--- config.mk ---
export PLATFORM = sky130hd
export DESIGN_NAME = serializer_frame_scheduler
export DESIGN_NICKNAME = d
export VERILOG_FILES = /design/src/rtl/serializer_sched_pkg.sv /design/src/rtl/rr_arbiter.sv /design/src/rtl/serializer_frame_scheduler.sv
export SDC_FILE = /design/constraint.sdc
export NUM_CORES = 1
export LEC_CHECK = 0
export BUFFER_PORTS_ARGS = -buffer_cell sky130_fd_sc_hd__buf_2
export CORE_AREA = 4 4 522 524
export DETAILED_ROUTE_END_ITERATION = 8
export DIE_AREA = 0 0 526 528
export PLACE_DENSITY = 0.3
export SETUP_SLACK_MARGIN = 0.15
export SLEW_MARGIN = 0
export SYNTH_ARGS = -nofsm -noshare
export SYNTH_HDL_FRONTEND = slang
export SYNTH_HIERARCHICAL = 1
export SYNTH_SLANG_ARGS = --single-unit
--- constraint.sdc ---
create_clock -name CLK -period 9.64 [get_ports CLK]
set_input_delay 0 -clock CLK [delete_from_list [all_inputs] [get_ports CLK]]
set_output_delay 0 -clock CLK [all_outputs]
set_load 0.01 [all_outputs]
--- src/rtl/serializer_sched_pkg.sv ---
// Shared types and sizing helpers for the serializer frame scheduler and its arbiter.
package serializer_sched_pkg;

  typedef enum logic {
    ST_OFF = 1'b0,
    ST_RUN = 1'b1
  } sched_state_e;

  // A single requester still needs a one-bit owner field.
  function automatic int owner_width(input int n);
    return (n < 2) ? 1 : $clog2(n);
  endfunction

  function automatic int cnt_width(input int n);
    return $clog2(n);
  endfunction

  localparam int DEFAULT_INPUTS_NUM = 256;
  localparam int DEFAULT_CNT_W      = $clog2(DEFAULT_INPUTS_NUM);

endpackage

--- src/rtl/rr_arbiter.sv ---
// Combinational round-robin arbiter: first asserted request at or above ptr, wrapping.
module rr_arbiter
  import serializer_sched_pkg::*;
#(
  parameter  int REQ_NUM = 4,
  localparam int IDX_W   = owner_width(REQ_NUM)
) (
  input  logic [REQ_NUM-1:0] req,
  input  logic [IDX_W-1:0]   ptr,
  input  logic               en,
  output logic [REQ_NUM-1:0] grant,
  output logic [IDX_W-1:0]   grant_idx,
  output logic               any_grant
);

  always_comb begin
    int k;
    k         = 0;
    grant     = '0;
    grant_idx = '0;
    any_grant = 1'b0;
    if (en) begin
      for (int i = 0; i < REQ_NUM; i++) begin
        k = (int'(ptr) + i) % REQ_NUM;
        if (!any_grant && req[k]) begin
          grant[k]  = 1'b1;
          grant_idx = IDX_W'(k);
          any_grant = 1'b1;
        end
      end
    end
  end

endmodule

--- src/rtl/serializer_frame_scheduler.sv ---
// Time-slots the shared tree serializer among REQ_NUM requesters, one word per
// INPUTS_NUM-cycle slot, and tags the serial line with the delayed slot owner.
module serializer_frame_scheduler
  import serializer_sched_pkg::*;
#(
  parameter  int                    INPUTS_NUM   = 256,
  parameter  int                    REQ_NUM      = 4,
  parameter  int                    TREE_LATENCY = 8,
  parameter  logic [INPUTS_NUM-1:0] IDLE_WORD    = '0,
  localparam int                    OWN_W        = owner_width(REQ_NUM)
) (
  input  logic                          CLK,
  input  logic                          RESET,
  input  logic                          ENABLE,
  input  logic [REQ_NUM-1:0]            REQ_VALID,
  input  logic [REQ_NUM*INPUTS_NUM-1:0] REQ_DATA,
  output logic [REQ_NUM-1:0]            REQ_READY,
  output logic [INPUTS_NUM-1:0]         PAR_OUT,
  output logic                          FRAME_START,
  output logic                          SLOT_VALID,
  output logic [OWN_W-1:0]              SLOT_OWNER,
  output logic                          LINE_VALID,
  output logic [OWN_W-1:0]              LINE_OWNER,
  output logic [15:0]                   FRAMES_SENT,
  output logic [15:0]                   IDLE_SLOTS
);

  localparam int              CNT_W    = cnt_width(INPUTS_NUM);
  localparam logic [CNT_W-1:0] CNT_LAST = CNT_W'(INPUTS_NUM - 1);

  sched_state_e            state_q, state_d;
  logic [CNT_W-1:0]        cnt_q;
  logic [OWN_W-1:0]        ptr_q, ptr_next;
  logic                    boundary, arb_en;
  logic [REQ_NUM-1:0]      grant;
  logic [OWN_W-1:0]        grant_idx;
  logic                    any_grant;
  logic [INPUTS_NUM-1:0]   sel_word;

  logic [INPUTS_NUM-1:0]   par_p0;
  logic                    vld_p0;
  logic [OWN_W-1:0]        own_p0;
  logic                    fs_p0;
  logic [15:0]             frames_q, idle_q;

  logic [TREE_LATENCY-1:0] line_vld_p;
  logic [OWN_W-1:0]        line_own_p [TREE_LATENCY];

  rr_arbiter #(.REQ_NUM(REQ_NUM)) u_arb (
    .req       (REQ_VALID),
    .ptr       (ptr_q),
    .en        (arb_en),
    .grant     (grant),
    .grant_idx (grant_idx),
    .any_grant (any_grant)
  );

  always_ff @(posedge CLK or posedge RESET) begin
    if (RESET) state_q <= ST_OFF;
    else       state_q <= state_d;
  end

  // Reset gates the arbiter so no READY escapes while the slot state is held clear.
  always_comb begin
    state_d  = state_q;
    boundary = 1'b0;
    case (state_q)
      ST_OFF: begin
        boundary = ENABLE;
        if (ENABLE) state_d = ST_RUN;
      end
      ST_RUN: begin
        boundary = (cnt_q == CNT_LAST);
        if (boundary && !ENABLE) state_d = ST_OFF;
      end
    endcase
    arb_en = boundary && ENABLE && !RESET;
  end

  always_comb begin
    sel_word = IDLE_WORD;
    for (int r = 0; r < REQ_NUM; r++) begin
      if (grant[r]) sel_word = REQ_DATA[r*INPUTS_NUM +: INPUTS_NUM];
    end
  end

  assign ptr_next  = (grant_idx == OWN_W'(REQ_NUM - 1)) ? '0 : grant_idx + OWN_W'(1);
  assign REQ_READY = grant;

  // Stage p0: slot register, loaded only at a slot boundary and held for the whole slot.
  always_ff @(posedge CLK or posedge RESET) begin
    if (RESET) begin
      cnt_q    <= '0;
      ptr_q    <= '0;
      par_p0   <= IDLE_WORD;
      vld_p0   <= 1'b0;
      own_p0   <= '0;
      fs_p0    <= 1'b0;
      frames_q <= '0;
      idle_q   <= '0;
    end else if (boundary) begin
      cnt_q <= '0;
      fs_p0 <= ENABLE;
      if (!ENABLE) begin
        par_p0 <= IDLE_WORD;
        vld_p0 <= 1'b0;
      end else if (any_grant) begin
        par_p0   <= sel_word;
        vld_p0   <= 1'b1;
        own_p0   <= grant_idx;
        ptr_q    <= ptr_next;
        frames_q <= frames_q + 16'd1;
      end else begin
        par_p0 <= IDLE_WORD;
        vld_p0 <= 1'b0;
        idle_q <= idle_q + 16'd1;
      end
    end else begin
      fs_p0 <= 1'b0;
      if (state_q == ST_RUN) cnt_q <= cnt_q + CNT_W'(1);
    end
  end

  // Stages p1..pN: line tag delay matching the serializer tree; it keeps shifting in OFF.
  always_ff @(posedge CLK or posedge RESET) begin
    if (RESET) begin
      line_vld_p <= '0;
      for (int i = 0; i < TREE_LATENCY; i++) line_own_p[i] <= '0;
    end else begin
      line_vld_p[0] <= vld_p0;
      line_own_p[0] <= own_p0;
      for (int i = 1; i < TREE_LATENCY; i++) begin
        line_vld_p[i] <= line_vld_p[i-1];
        line_own_p[i] <= line_own_p[i-1];
      end
    end
  end

  assign PAR_OUT     = par_p0;
  assign SLOT_VALID  = vld_p0;
  assign SLOT_OWNER  = own_p0;
  assign FRAME_START = fs_p0;
  assign LINE_VALID  = line_vld_p[TREE_LATENCY-1];
  assign LINE_OWNER  = line_own_p[TREE_LATENCY-1];
  assign FRAMES_SENT = frames_q;
  assign IDLE_SLOTS  = idle_q;

endmodule
Word-level counts from Yosys, hierarchy flattened
Cells that the tools add are included.
Cells by class
  order comparisons: 8
  mux-type cells: 56
  bitwise logic cells: 8
  reductions and logical operators: 21
  eq/ne operators: 2
  add/subtract/negate cells: 7
Operators with widths (count)
  $mux 256: 6
  $add 16x1->16 const B: 2
  $mux 4: 8
  $mux 1: 24
  $mux 8: 2
  $lt 3x4->1 const B: 3
  $mux 2: 6
  $or 4x4->4: 3
  $logic_and 1x1->1: 10
  $ge 3x1->1 const B: 3
  $add 8x1->8 const B: 1
  $bmux 1 s2: 4
  $demux 1 s2: 4
  $eq 8x8->1 const B: 1
  $reduce_and 3->1: 2
  $reduce_or 2->1: 3
  $logic_not 1->1: 5
  $add 2x1->2 const B: 2
  $add 2x2->2 const B: 2
  $pmux 1 s2: 2
  $and 1x1->1 const A: 3
  $lt 2x3->1 const B: 1
  $eq 2x2->1 const B: 1
  $ge 2x1->1 const B: 1
  2 further kinds: 3
Word-level totals
  output and inout port bits: 299
  bits of input ports: 1031
  register bits after elaboration: 327
  logic and storage cells: 120

Logic depth before layout (Yosys ltp)
Gate-level depths: netlist of run 1.
  word-level depth: 23
  gate-level depth with buffers: 15
  mapped depth without buffers: 10

Hierarchy
Netlist of run 1, hierarchy kept.
By module, submodules not included
  serializer_frame_scheduler: cells each 1994, instances 1, area an instance 19343.6 um2, seq. area each 8182.8 um2
  rr_arbiter: cells each 58, instances 1, area an instance 535.5 um2, seq. area each 0.0 um2

Worst setup path before layout of run 1
No wires, ideal clock.
  path type: input to register
  start: in RESET
  end: reg par_p0[0] (netlist: PAR_OUT[0])
  data required time: 9.574 ns
  cell stages on the path: 10
  buffers on the path: 3
  setup slack: 0.266 ns
  data arrival time: 9.309 ns
  library setup time: 0.066 ns
  cell sequence: inv_1 and3_1 and3_4 o2bb2ai_1 buf_2 clkbuf_1 clkbuf_1 a221oi_1 o31ai_1 a22o_1
Between the ends
  elaborated cells between the ends (all ways): 10
  classes of those cells: mux (8); reduce/logical (2)
RTL lines
  from (decl): RTL line serializer_frame_scheduler.sv:13  | input logic RESET,
  $logic_not 1->1 (no source line)
  $logic_and 1x1->1: RTL line serializer_frame_scheduler.sv:77  | arb_en = boundary && ENABLE && !RESET;
  named net arb_en: RTL line serializer_frame_scheduler.sv:34  | logic boundary, arb_en;
  $mux 4: RTL line rr_arbiter.sv:22  | if (en) begin
  named net REQ_READY[1]: RTL line serializer_frame_scheduler.sv:17  | output logic [REQ_NUM-1:0] REQ_READY,
  $mux 256 (3 in a row): RTL line serializer_frame_scheduler.sv:83  | if (grant[r]) sel_word = REQ_DATA[r*INPUTS_NUM +: INPUTS_NUM];
  $mux 256: RTL line serializer_frame_scheduler.sv:107  | end else if (any_grant) begin
  $mux 256: RTL line serializer_frame_scheduler.sv:104  | if (!ENABLE) begin
  to (signal assigned): RTL line serializer_frame_scheduler.sv:108  | par_p0 <= sel_word;
  to (decl): RTL line serializer_frame_scheduler.sv:40  | logic [INPUTS_NUM-1:0] par_p0;
The timed path passes the listed nets, and every way through them passes these cells.
A chain may end at the register's enable or synchronous reset.

Worst setup path in the final report of run 1
  start: reg ptr_q[0]
  end: reg par_p0[120] (netlist: PAR_OUT[120])
Between the ends
  longest elaborated chain between the ends: 22
  elaborated cells between the ends (all ways): 71
  classes of those cells: add/sub (3); order compare (8); mux (41); bitwise (6); reduce/logical (13)
RTL lines
  from (decl): RTL line serializer_frame_scheduler.sv:33  | logic [OWN_W-1:0] ptr_q, ptr_next;
  from (signal assigned): RTL line serializer_frame_scheduler.sv:111  | ptr_q <= ptr_next;
  $add 2x1->2 / $bmux 1 s2 (equally long branches): RTL line rr_arbiter.sv:24, rr_arbiter.sv:25
  $reduce_or 2->1 (no source line) / $mux 1 (equally long branches)
  $and 1x1->1 (no source line) / $mux 1 (equally long branches)
  $lt 3x4->1 (not written as such), or another cell as far along: RTL line rr_arbiter.sv:26  | grant[k] = 1'b1;
  $logic_and 1x1->1 (not written as such) / $logic_not 1->1 (equally long branches): RTL line rr_arbiter.sv:26, rr_arbiter.sv:25
  $mux 1 (not written as such) / $logic_and 1x1->1 (equally long branches): RTL line rr_arbiter.sv:26, rr_arbiter.sv:25
  $demux 1 s2 / $mux 1 (equally long branches)
  $or 4x4->4 (no source line) / $mux 1 (equally long branches)
  (+3 left out)
  $mux 4 / $mux 1 (equally long branches): RTL line rr_arbiter.sv:25, rr_arbiter.sv:22
  $mux 4 / $logic_not 1->1 (equally long branches): RTL line rr_arbiter.sv:22, rr_arbiter.sv:25
  $or 4x4->4 (no source line) / $logic_and 1x1->1 (equally long branches)
  $mux 4: RTL line rr_arbiter.sv:25  | if (!any_grant && req[k]) begin
  $mux 4: RTL line rr_arbiter.sv:22
  $mux 256 (4 in a row): RTL line serializer_frame_scheduler.sv:83
  $mux 256 (*): RTL line serializer_frame_scheduler.sv:107
  $mux 256 (*): RTL line serializer_frame_scheduler.sv:104
Mark *: on every way between the ends. The rest lies on a longest branch, timed or not. The select of a mux whose other input is x is not followed.

==> results of run 1 <==
-- what timing repair did --
action / CTS / global route
endpoints found under the hold margin: 369 / 0
setup endpoints to repair: 0 / 0
hold buffers: 511 / 0
setup buffers: 0 / 0
-- tightest hold or removal path, cell delays in order --
cell and delay, ns:
buf_2 0.10, nor2b_1 0.18, o31ai_1 0.15, a22o_1 0.21
-- metal layers --
layer	vias to the layer above	GRT usage (%)	share of wire, %
met3	502	7.871	12
met2	1522	22.70	43
met5	-	0	0.69
met1	13010	18.27	42
li1	11470	-	-
met4	230	2.990	2.3
-- final cells by class --
type	instances	area (sq um)
inverter	8	37.54
fill	30920	230200
clock buffer	73	1508
sequential	327	8183
multi-input combinational	1481	10540
timing repair buffer	1883	12200
tap	3552	4444
clock inverter	16	207.7
antenna	61	152.6
-- power by group --
part	leakage, uW	internal [uW]	switching (uW)	total (uW)
sequential	0.00452	1370	0	1370
combinational	0.0117	221	200	421
clock	0.000848	1140	842	1980
-- worst paths after layout --
path | start | end | slack (ns) | cells past startpoint
min | REQ_DATA[745] | PAR_OUT[233]$_DFFE_PP0N_ | 0.03 | 4
max in group asynchronous | RESET | PAR_OUT[185]$_DFFE_PP0N_ | 6.43 | 7
max | ptr_q[0]$_DFFE_PP0P_ | PAR_OUT[120]$_DFFE_PP0N_ | 3.84 | 14
min reg2reg | line_vld_p[1]$_DFF_PP0_ | line_vld_p[2]$_DFF_PP0_ | 0.35 | 0
min in group asynchronous | RESET | IDLE_SLOTS[12]$_DFFE_PP0P_ | 0.50 | 4
max reg2reg | ptr_q[0]$_DFFE_PP0P_ | PAR_OUT[120]$_DFFE_PP0N_ | 3.84 | 14
-- stage by stage --
stage	std cells	hold slack, ns	setup slack (ns)	cell area, sq um	power (uW)
CTS	7340	0.01978	3.896	37120	3888
finish	7401	0.02918	3.843	37270	3775
floorplan	2052	0.1084	0.2657	19880	1426
detailed placement	6740	0.06885	4.407	30290	1712
global route	7365	0.03443	3.603	37180	3937
global placement	6738	0.06569	4.434	30270	1711
-- cells by family (layout without fill, tap and decap cells) --
kind of cell | count (synthesis) | count (layout) | synth area share [%]
fa+ha+maj | 12 | 12 | 0.7553
xor+xnor | 34 | 34 | 1.498
other cells | 0 | 61 | 0
mux | 14 | 14 | 1.013
flops | 327 | 327 | 41.16
compound gates | 807 | 807 | 33.69
buf+inv | 244 | 1980 | 6.162
simple gates | 614 | 614 | 15.72
-- flip-flops by register name, summed over array words and instances, names as in the netlist --
register / cells
IDLE_SLOTS: 16
FRAME_START: 1
state_q: 1
line_vld_p: 8
SLOT_VALID: 1
SLOT_OWNER: 2
LINE_OWNER: 2
line_own_p: 14
ptr_q: 2
PAR_OUT: 256
FRAMES_SENT: 16
cnt_q: 8
-- synth_stat cells (2+ instances only) --
library cell,instances,area (sq um)
dfrtp_1,327,8183
nand2_1,283,1062
a221oi_1,259,2268
nor2b_1,257,1608
o31ai_1,257,1929
a22o_1,256,2242
clkbuf_1,118,442.9
buf_2,79,395.4
buf_6,26,292.8
xnor2_1,22,192.7
nand3_1,19,95.09
o21ai_0,13,65.06
ha_1,12,150.1
xor2_1,12,105.1
nor3_1,10,50.05
buf_1,9,33.78
mux2_2,9,101.4
and3_1,8,50.05
nand4_1,8,50.05
inv_1,7,26.28
nor4_1,7,43.79
o2bb2ai_1,5,43.79
and2_1,4,25.02
buf_4,4,30.03
mux4_2,4,90.09
nor2_1,4,15.01
a21oi_1,3,15.01
a21o_1,2,15.01
and4_1,2,17.52
nand2b_1,2,12.51
nor2_4,2,22.52
nor4b_1,2,17.52
o211ai_1,2,15.01
==> run metrics, run 1 <==
routed vias/inst 3.612; most frequent cells in the layout buf_2 (1,329), dlygate4sd3_1 (511), dfrtp_1 (327); Resize count post-CTS 0; initial antenna violation count 298; Netlist Area Pre-Place 0.01988 sq mm; clk_lat worst skew 0.68 ns; I/O Pins 1,330; slowest stage delay, CP 0.72 ns; root buf cell clkbuf_16; DRC viols 0; largest net degree at the start of global routing 153; die height 528 microns; final core occ 13.94%; RSZ-0062 raised after global routing false; Final Hold Vio Count 0; Routed WL 215,100 microns; Die Wd 526 microns; Critical Path Sink Type flip-flop; routed vias 26.73k; Buffers on Ports 1,329; Syn Nets 3,095; commonest non-fill, non-tap cell in the layout buf_2; critical path buffer and inverter count 5; layout cells sized above 1 39.10%; # rows 190; number of synthesized register bits 327; outcome finished, final reports clean; Fmax 172.5 MHz; critical path's slowest cell dfrtp_1; Pre-antenna DRT Iters 5; vias in the first global route 26.88k; post-route ant nets 0; setup_tns 0 ns; Crit path max-delay family buffers and inverters; PD cells 101.3 mW/mm^2; htree depth 2; cells after synthesis 2,052; fin crit period 5.797 ns; Worst-path clk slew 0.06 ns; Initial Utilization 7.433%; WP data required 10.25 ns; TritonCTS clock tree yes; synth unique cells 51; yosys warns 6; Core Box Area 0.2674 sq mm; CP most frequent cell buf_4; Worst slew margin 12.81%; Critical Path, Cell by Cell inv_1, ha_1, mux4_2, nor2_4, and3_4, o2bb2ai_1, nor2b_4, buf_4, buf_12, a221oi_1, buf_4, o31ai_1, dlygate4sd3_1, a22o_1; CP arrival 6.41 ns; per-cell routed wire length 29.07 microns; Pins Over Slew Limit 0; TritonCTS Buffers 50; Final setup viols 0; maximum vdd drop 139.8 uV; die area 0.2777 sq mm; RePlAce Congestion 0.8942; number of synthesized flops with an enable pin 0; Lkg Pwr 0.01703 uW; worst-case clock buffer depth 3; DP HPWL 181,300 microns; Avg Inst Size Synth 9.688 sq um; skew final 0.02744 ns; clock sinks 327; CP Max Fanout 100; dominant synthesized flop cell dfrtp_1; crit path launch type flip-flop; Max Cap Viol 0; grt ovf 0; first-pass GRT wire length 276,500 microns; Seq/Total Area, Yosys 41.16%; Hold WC Path Type in -> reg; Tot GR Track Use 14.78%; nets@finish 4,794; initial drt markers 1,774; WS Path Type reg -> reg; Area Overhead vs Synth 87.48%; ys async rst share 100.0%; Worst-Margin Slew 1.308 ns; final period utilization 60.14%
No activity file was read; power rests on OpenSTA's default activity.
==> inputs of run 2 (changes only) <==
==> constraint.sdc (replaced) <==
create_clock -name CLK -period 5.05 [get_ports CLK]
set_input_delay 0 -clock CLK [delete_from_list [all_inputs] [get_ports CLK]]
set_output_delay 0 -clock CLK [all_outputs]
set_load 0.01 [all_outputs]
==> run 2 against run 1 <==
Net effect: core utilization up 1.7 points; sequential share of layout area down 2.3 points; combinational power rose to 2.9 times the previous value; highest routed layer unchanged; clock power up 110%; flip-flop and latch count unchanged; clock-buffer cell count up 5; via count up 6.3%; final cell count up 5.9%; non-clock buffer count up 421; setup slack worse by 3.5 ns; first-iteration DRC count up 6.8%.
==> run metrics, run 2 (synthesis gave the netlist of run 1 again) <==
outcome finished, final reports clean; met1 Use GR 18.34%; WP data required 5.61 ns; routed vias 28.41k; reg2reg path depth 11; initial drt markers 1,895; worst reg2reg path endpoint PAR_OUT[110]$_DFFE_PP0N_; clock sinks 327; CP Max Fanout 93; Final Hold Vio Count 0; Pre-antenna DRT Iters 5; worst-case clock buffer depth 3; routed vias/inst 3.624; DRC viols 0; Hold WC Path Type in -> reg; setup_tns 0 ns; flop2flop setup slack 0.38 ns; Layout fillers 30.47k; TritonCTS clock tree yes; post-route ant nets 0; non-filler cells, final 7,838; Lkg Pwr 0.01844 uW; TritonCTS Buffers 53; met3 Resource Use GR 5.585%; met2 Use GR 23.31%; Worst-path clk slew 0.06 ns; root buf cell clkbuf_16; clk_lat worst skew 0.69 ns; die area 0.2777 sq mm; die height 528 microns; Buffers on Ports 1,329; Largest register FFs 256; commonest non-fill, non-tap cell in the layout buf_2; fin crit period 4.672 ns; RePlAce Congestion 0.9005; grt ovf 0; Area Overhead vs Synth 110.0%; skew final 0.02420 ns; Tot GR Track Use 14.70%; crit path launch type flip-flop; layout cells sized above 1 37.02%; RSZ-0062 raised after global routing false; vias in the first global route 29.66k; DP HPWL 178,300 microns; WS Path Type reg -> reg; reg2reg start ptr_q[0]$_DFFE_PP0P_; Top Usage Layer GRT met2; total placed cells including tap cells 6,799; Routed WL 214,200 microns; per-cell routed wire length 27.32 microns; Pins Over Slew Limit 0; hold path depth 4; Fmax 214.0 MHz; CP arrival 5.23 ns; Seq. cell area 0.008185 sq mm; most frequent cells in the layout buf_2 (1,329), dlygate4sd3_1 (869), dfrtp_1 (325); Core Box Area 0.2674 sq mm; Max Cap Viol 0; maximum vdd drop 251.5 uV; nets@finish 5,218; worst hold endpoint PAR_OUT[195]$_DFFE_PP0N_; Critical Path Sink Type flip-flop; hold wc startpoint REQ_DATA[451]; initial antenna violation count 226; Die Wd 526 microns; htree depth 2; Worst-Margin Slew 1.051 ns; largest net degree at the start of global routing 110; PD cells 189.7 mW/mm^2; first-pass GRT wire length 279,300 microns; area of the multi-input gates 0.01061 sq mm; I/O Pins 1,330; Worst slew margin 29.93%; final period utilization 92.51%; # rows 190; Initial Utilization 7.433%; Final setup viols 0
-- run 2: cell types whose count changed in the layout (fill, tap and decap cells not counted), sizes merged --
cell,change
buf,+63
inv,+1
clkbuf,+5
bufinv,+2
diode,+6
clkinvlp,+6
clkinv,-4
dlygate4sd3,+358
-- run 2: cell type report --
| class | instances | share of cell area, % |
|---|---|---|
| inverter | 8 | 0.08092 |
| clock inverter | 21 | 0.7523 |
| tap | 3552 | 10.65 |
| antenna | 67 | 0.4016 |
| timing repair buffer | 2304 | 39.39 |
| multi-input combinational | 1481 | 25.40 |
| clock buffer | 78 | 3.713 |
| sequential | 327 | 19.61 |
-- run 2: worst max-delay path by stage --
| stage | startpoint | end | cells after the start |
|---|---|---|---|
| 6_report | ptr_q[0]$_DFFE_PP0P_ | PAR_OUT[110]$_DFFE_PP0N_ | 11 |
| 5_1_grt | ptr_q[0]$_DFFE_PP0P_ | PAR_OUT[110]$_DFFE_PP0N_ | 13 |
| 4_1_cts | ptr_q[0]$_DFFE_PP0P_ | PAR_OUT[122]$_DFFE_PP0N_ | 12 |
| 3_5_place_dp | ptr_q[0]$_DFFE_PP0P_ | PAR_OUT[162]$_DFFE_PP0N_ | 11 |
| 3_3_place_gp | ptr_q[0]$_DFFE_PP0P_ | PAR_OUT[165]$_DFFE_PP0N_ | 11 |
| 2_1_floorplan | RESET | PAR_OUT[0]$_DFFE_PP0N_ | 10 |
-- run 2: layer usage --
| metal | share of wire (%) | up-vias |
|---|---|---|
| li1 | - | 12340 |
| met1 | 42 | 13830 |
| met2 | 44 | 1666 |
| met3 | 9.9 | 446 |
| met4 | 3.8 | 130 |
| met5 | 0.39 | - |
-- run 2: per-stage QoR --
| step | setup slack, ns | power [uW] | hold slack (ns) | utilization [%] | cell area, sq um |
|---|---|---|---|---|---|
| finish | 0.3780 | 7921 | 0.05815 | 15.61 | 41750 |
| global route | 0.1826 | 8286 | 0.03961 | 15.57 | 41640 |
| CTS | 0.1878 | 8166 | 0.0003263 | 15.53 | 41530 |
| detailed placement | 0.3460 | 3298 | 0.0002573 | 11.58 | 30970 |
| global placement | 0.4489 | 3302 | 0.004129 | 11.58 | 30970 |
| floorplan | -2.213 | 2724 | 0.1084 | - | 20150 |
-- run 2: power breakdown --
part | internal (uW) | switching, uW | total, uW | leakage [uW]
clock | 2350 | 1710 | 4060 | 0.000886
combinational | 703 | 533 | 1240 | 0.0130
sequential | 2620 | 0 | 2620 | 0.00452
total | 5680 | 2250 | 7920 | 0.0184
-- run 2: what timing repair did --
item / 4_1_cts / 5_1_grt
buffers inserted: 0 / 4
gates resized for setup: 0 / 2
hold buffers: 869 / 0
endpoints found under the hold margin: 417 / 0
endpoints found under the setup margin: 0 / 56
-- run 2: critical path, stage by stage (launching register included) --
cell and delay (ns):
dfrtp_2 0.55, inv_1 0.18, ha_1 0.42, mux4_2 0.47, a221oi_1 0.49, o2bb2ai_4 0.16, buf_12 0.19, buf_12 0.22
a221oi_1 0.66, o31ai_1 0.14, dlygate4sd3_1 0.59, a22o_1 0.20
==> inputs of run 3 (changes only) <==
--- a/config.mk
+++ b/config.mk
@@ -6,13 +6,12 @@
 export NUM_CORES = 1
 export LEC_CHECK = 0
 export BUFFER_PORTS_ARGS = -buffer_cell sky130_fd_sc_hd__buf_2
-export CORE_AREA = 4 4 522 524
+export CORE_AREA = 4 4 514 516
 export DETAILED_ROUTE_END_ITERATION = 8
-export DIE_AREA = 0 0 526 528
+export DIE_AREA = 0 0 518 520
 export PLACE_DENSITY = 0.3
 export SETUP_SLACK_MARGIN = 0.15
 export SLEW_MARGIN = 0
 export SYNTH_ARGS = -nofsm -noshare
 export SYNTH_HDL_FRONTEND = slang
-export SYNTH_HIERARCHICAL = 1
 export SYNTH_SLANG_ARGS = --single-unit
==> run 3 against run 2 <==
Net effect: clock skew shrank 0.0091 ns; power down 0.87%; worst hold slack better by 0.071 ns; routed wire length grew 1.1%; critical path type unchanged.
==> run metrics, run 3 <==
vias in the first global route 27.81k; critical path buffer and inverter count 3; Tot GR Track Use 15.32%; Max Cap Viol 0; number of synthesized register bits 327; critical path's slowest cell nand3b_4; maximum vdd drop 249.7 uV; RSZ-0062 raised after global routing true; Initial Utilization 7.955%; commonest non-fill, non-tap cell in the layout buf_2; Die Wd 518 microns; Worst-Margin Slew 1.109 ns; clock sinks 327; Largest register FFs 256; Buffers on Ports 1,329; Pre-antenna DRT Iters 5; Core Box Area 0.2592 sq mm; DRC viols 0; crit path launch type flip-flop; cells after synthesis 1,856; Critical Path, Cell by Cell inv_1, ha_2, mux4_2, a21o_1, a31oi_1, a2bb2oi_4, nand3b_4, buf_4, o221ai_2, a22oi_2, dlygate4sd3_1; layout cells sized above 1 49.08%; Avg Inst Size Synth 11.11 sq um; Lkg Pwr 0.01680 uW; worst slack, placed 0.6320 ns; worst hold endpoint PAR_OUT[91]$_DFFE_PP0N_; routed vias 26.77k; Worst Setup Slack, final 0.2506 ns; # rows 187; dominant synthesized flop cell dfrtp_1; PD cells 199.2 mW/mm^2; post-synth top area share 39.68%; flop2flop setup slack 0.25 ns; hold wc startpoint REQ_DATA[91]; Area Overhead vs Synth 91.14%; die area 0.2694 sq mm; routed vias/inst 3.717; slowest stage delay, CP 0.71 ns; root buf cell clkbuf_16; Hold WC Path Type in -> reg; Worst-path clk slew 0.06 ns; largest area contributor in the netlist dfrtp_1; Fmax 208.4 MHz; post-route ant nets 0; worst-case clock buffer depth 3; fin crit period 4.799 ns; synth unique cells 59; per-cell routed wire length 30.07 microns; ys async rst share 100.0%; top post-synthesis cells by count dfrtp_1 (327), and4_1 (201), a221oi_2 (198); number of synthesized flops with an enable pin 0; DP HPWL 179,800 microns; yosys warns 0; largest net degree at the start of global routing 115; outcome finished, final reports clean; hold path depth 4; Critical Path Sink Type flip-flop; worst reg2reg path endpoint PAR_OUT[245]$_DFFE_PP0N_; initial drt markers 1,957; Routed WL 216,500 microns; grt ovf 0; Seq/Total Area, Yosys 39.68%; Pins Over Slew Limit 0; top-count cell post-synth dfrtp_1; first-pass GRT wire length 279,200 microns; TritonCTS Buffers 51; Crit path max-delay family buffers and inverters; clk_lat worst skew 0.68 ns; Final Power 7852 uW; synth top area cells dfrtp_1 (40%), a221oi_2 (14%), and4_1 (8.5%); skew final 0.01510 ns; Final Hold Vio Count 0; RePlAce Congestion 0.9185; CP Max Fanout 31; non-filler cells, final 7,201; Worst slew margin 26.10%; reg2reg path depth 11; most frequent cells in the layout buf_2 (1,329), dlygate4sd3_1 (614), dfrtp_1 (327); I/O Pins 1,330; reg2reg start ptr_q[1]$_DFFE_PP0P_; Syn Nets 2,897; WS Path Type reg -> reg; total placed cells including tap cells 6,430; die height 520 microns; nets@finish 4,737; initial antenna violation count 260; setup_tns 0 ns; final period utilization 95.04%; WP data required 5.61 ns; CP arrival 5.36 ns; htree depth 2; TritonCTS clock tree yes; Netlist Area Pre-Place 0.02062 sq mm; Final setup viols 0
## run 3: cell count changes in the layout (fill, tap and decap cells not counted), sizes merged, moves of 6 or more
cell,previous run,this run
o31ai,257,1
mux2i,1,7
and4,2,201
o221ai,0,59
buf,1435,1407
nor2,6,16
nor3,11,3
a22oi,1,256
a22o,256,2
nor4,7,1
nor2b,258,5
dlygate4sd3,869,614
o21ai,13,206
nand2,283,147
## run 3: final cells by class
cell class | instances | area, sq um
antenna | 62 | 155.1
clock buffer | 73 | 1479
clock inverter | 21 | 259.0
fill | 29580 | 219800
inverter | 8 | 33.78
multi-input combinational | 1287 | 11330
sequential | 327 | 8183
tap | 3402 | 4257
timing repair buffer | 2021 | 13720
## run 3: where the power goes
part | switching, uW | internal (uW)
logic | 727 | 555
registers | 9.97 | 2630
clock network | 1670 | 2250
total | 2410 | 5440
## run 3: logic make-up after synthesis
kind of cell / after synthesis / synth area share (%)
AOI/OAI and AO/OA: 809 / 38.22
and+or+nand+nor: 419 / 13.23
DFF: 327 / 39.68
buffers and inverters: 242 / 5.885
xor gates and xnor gates: 36 / 1.529
muxes: 13 / 0.8554
adders and majority gates: 10 / 0.6067
## run 3: per-stage QoR
stage	hold slack, ns	instance area [sq um]	utilization (%)
after floorplan	0.1084	20630	-
after global placement	0.2324	31360	12.10
after detailed placement	0.2293	31360	12.10
after CTS	0.006169	39250	15.14
after global routing	0.07168	39320	15.17
final	0.1295	39420	15.20
## run 3: worst register-to-register path: cells and delay by family, from the launching register on
kind	cells	cell delay (ns)
AO/OA/AOI/OAI	5	1.05
adder cells (fa/ha/maj)	1	0.54
buffers and inverters	3	1.27
flip-flops	1	0.56
multiplexers	1	0.54
AND/OR/NAND/NOR	1	0.71
## run 3: metal layers
layer / vias to the layer above / routed length, microns / track usage [%]
met4: 168 / 7536 / 4.570
met1: 13140 / 85690 / 18.07
met3: 458 / 25400 / 7.515
met5: - / 1071 / 0
met2: 1574 / 96820 / 24.43
li1: 11430 / - / -
## run 3: timing repair
item / 4_1_cts / 5_1_grt
hold buffers: 614 / 0
endpoints found under the hold margin: 320 / 0
buffers inserted: 0 / 1
resized for setup: 0 / 2
endpoints found under the setup margin: 0 / 95
## run 3: worst max-delay path by stage
stage	from	endpoint	slack (ns)	depth (start not counted)
global route	ptr_q[1]$_DFFE_PP0P_	PAR_OUT[245]$_DFFE_PP0N_	0.12	11
finish	ptr_q[1]$_DFFE_PP0P_	PAR_OUT[245]$_DFFE_PP0N_	0.25	11
CTS	ptr_q[1]$_DFFE_PP0P_	PAR_OUT[245]$_DFFE_PP0N_	0.16	11
detailed placement	ptr_q[1]$_DFFE_PP0P_	PAR_OUT[200]$_DFFE_PP0N_	0.63	10
global placement	ptr_q[1]$_DFFE_PP0P_	PAR_OUT[200]$_DFFE_PP0N_	0.68	10
floorplan	RESET	FRAMES_SENT[0]$_DFFE_PP0P_	0.69	1
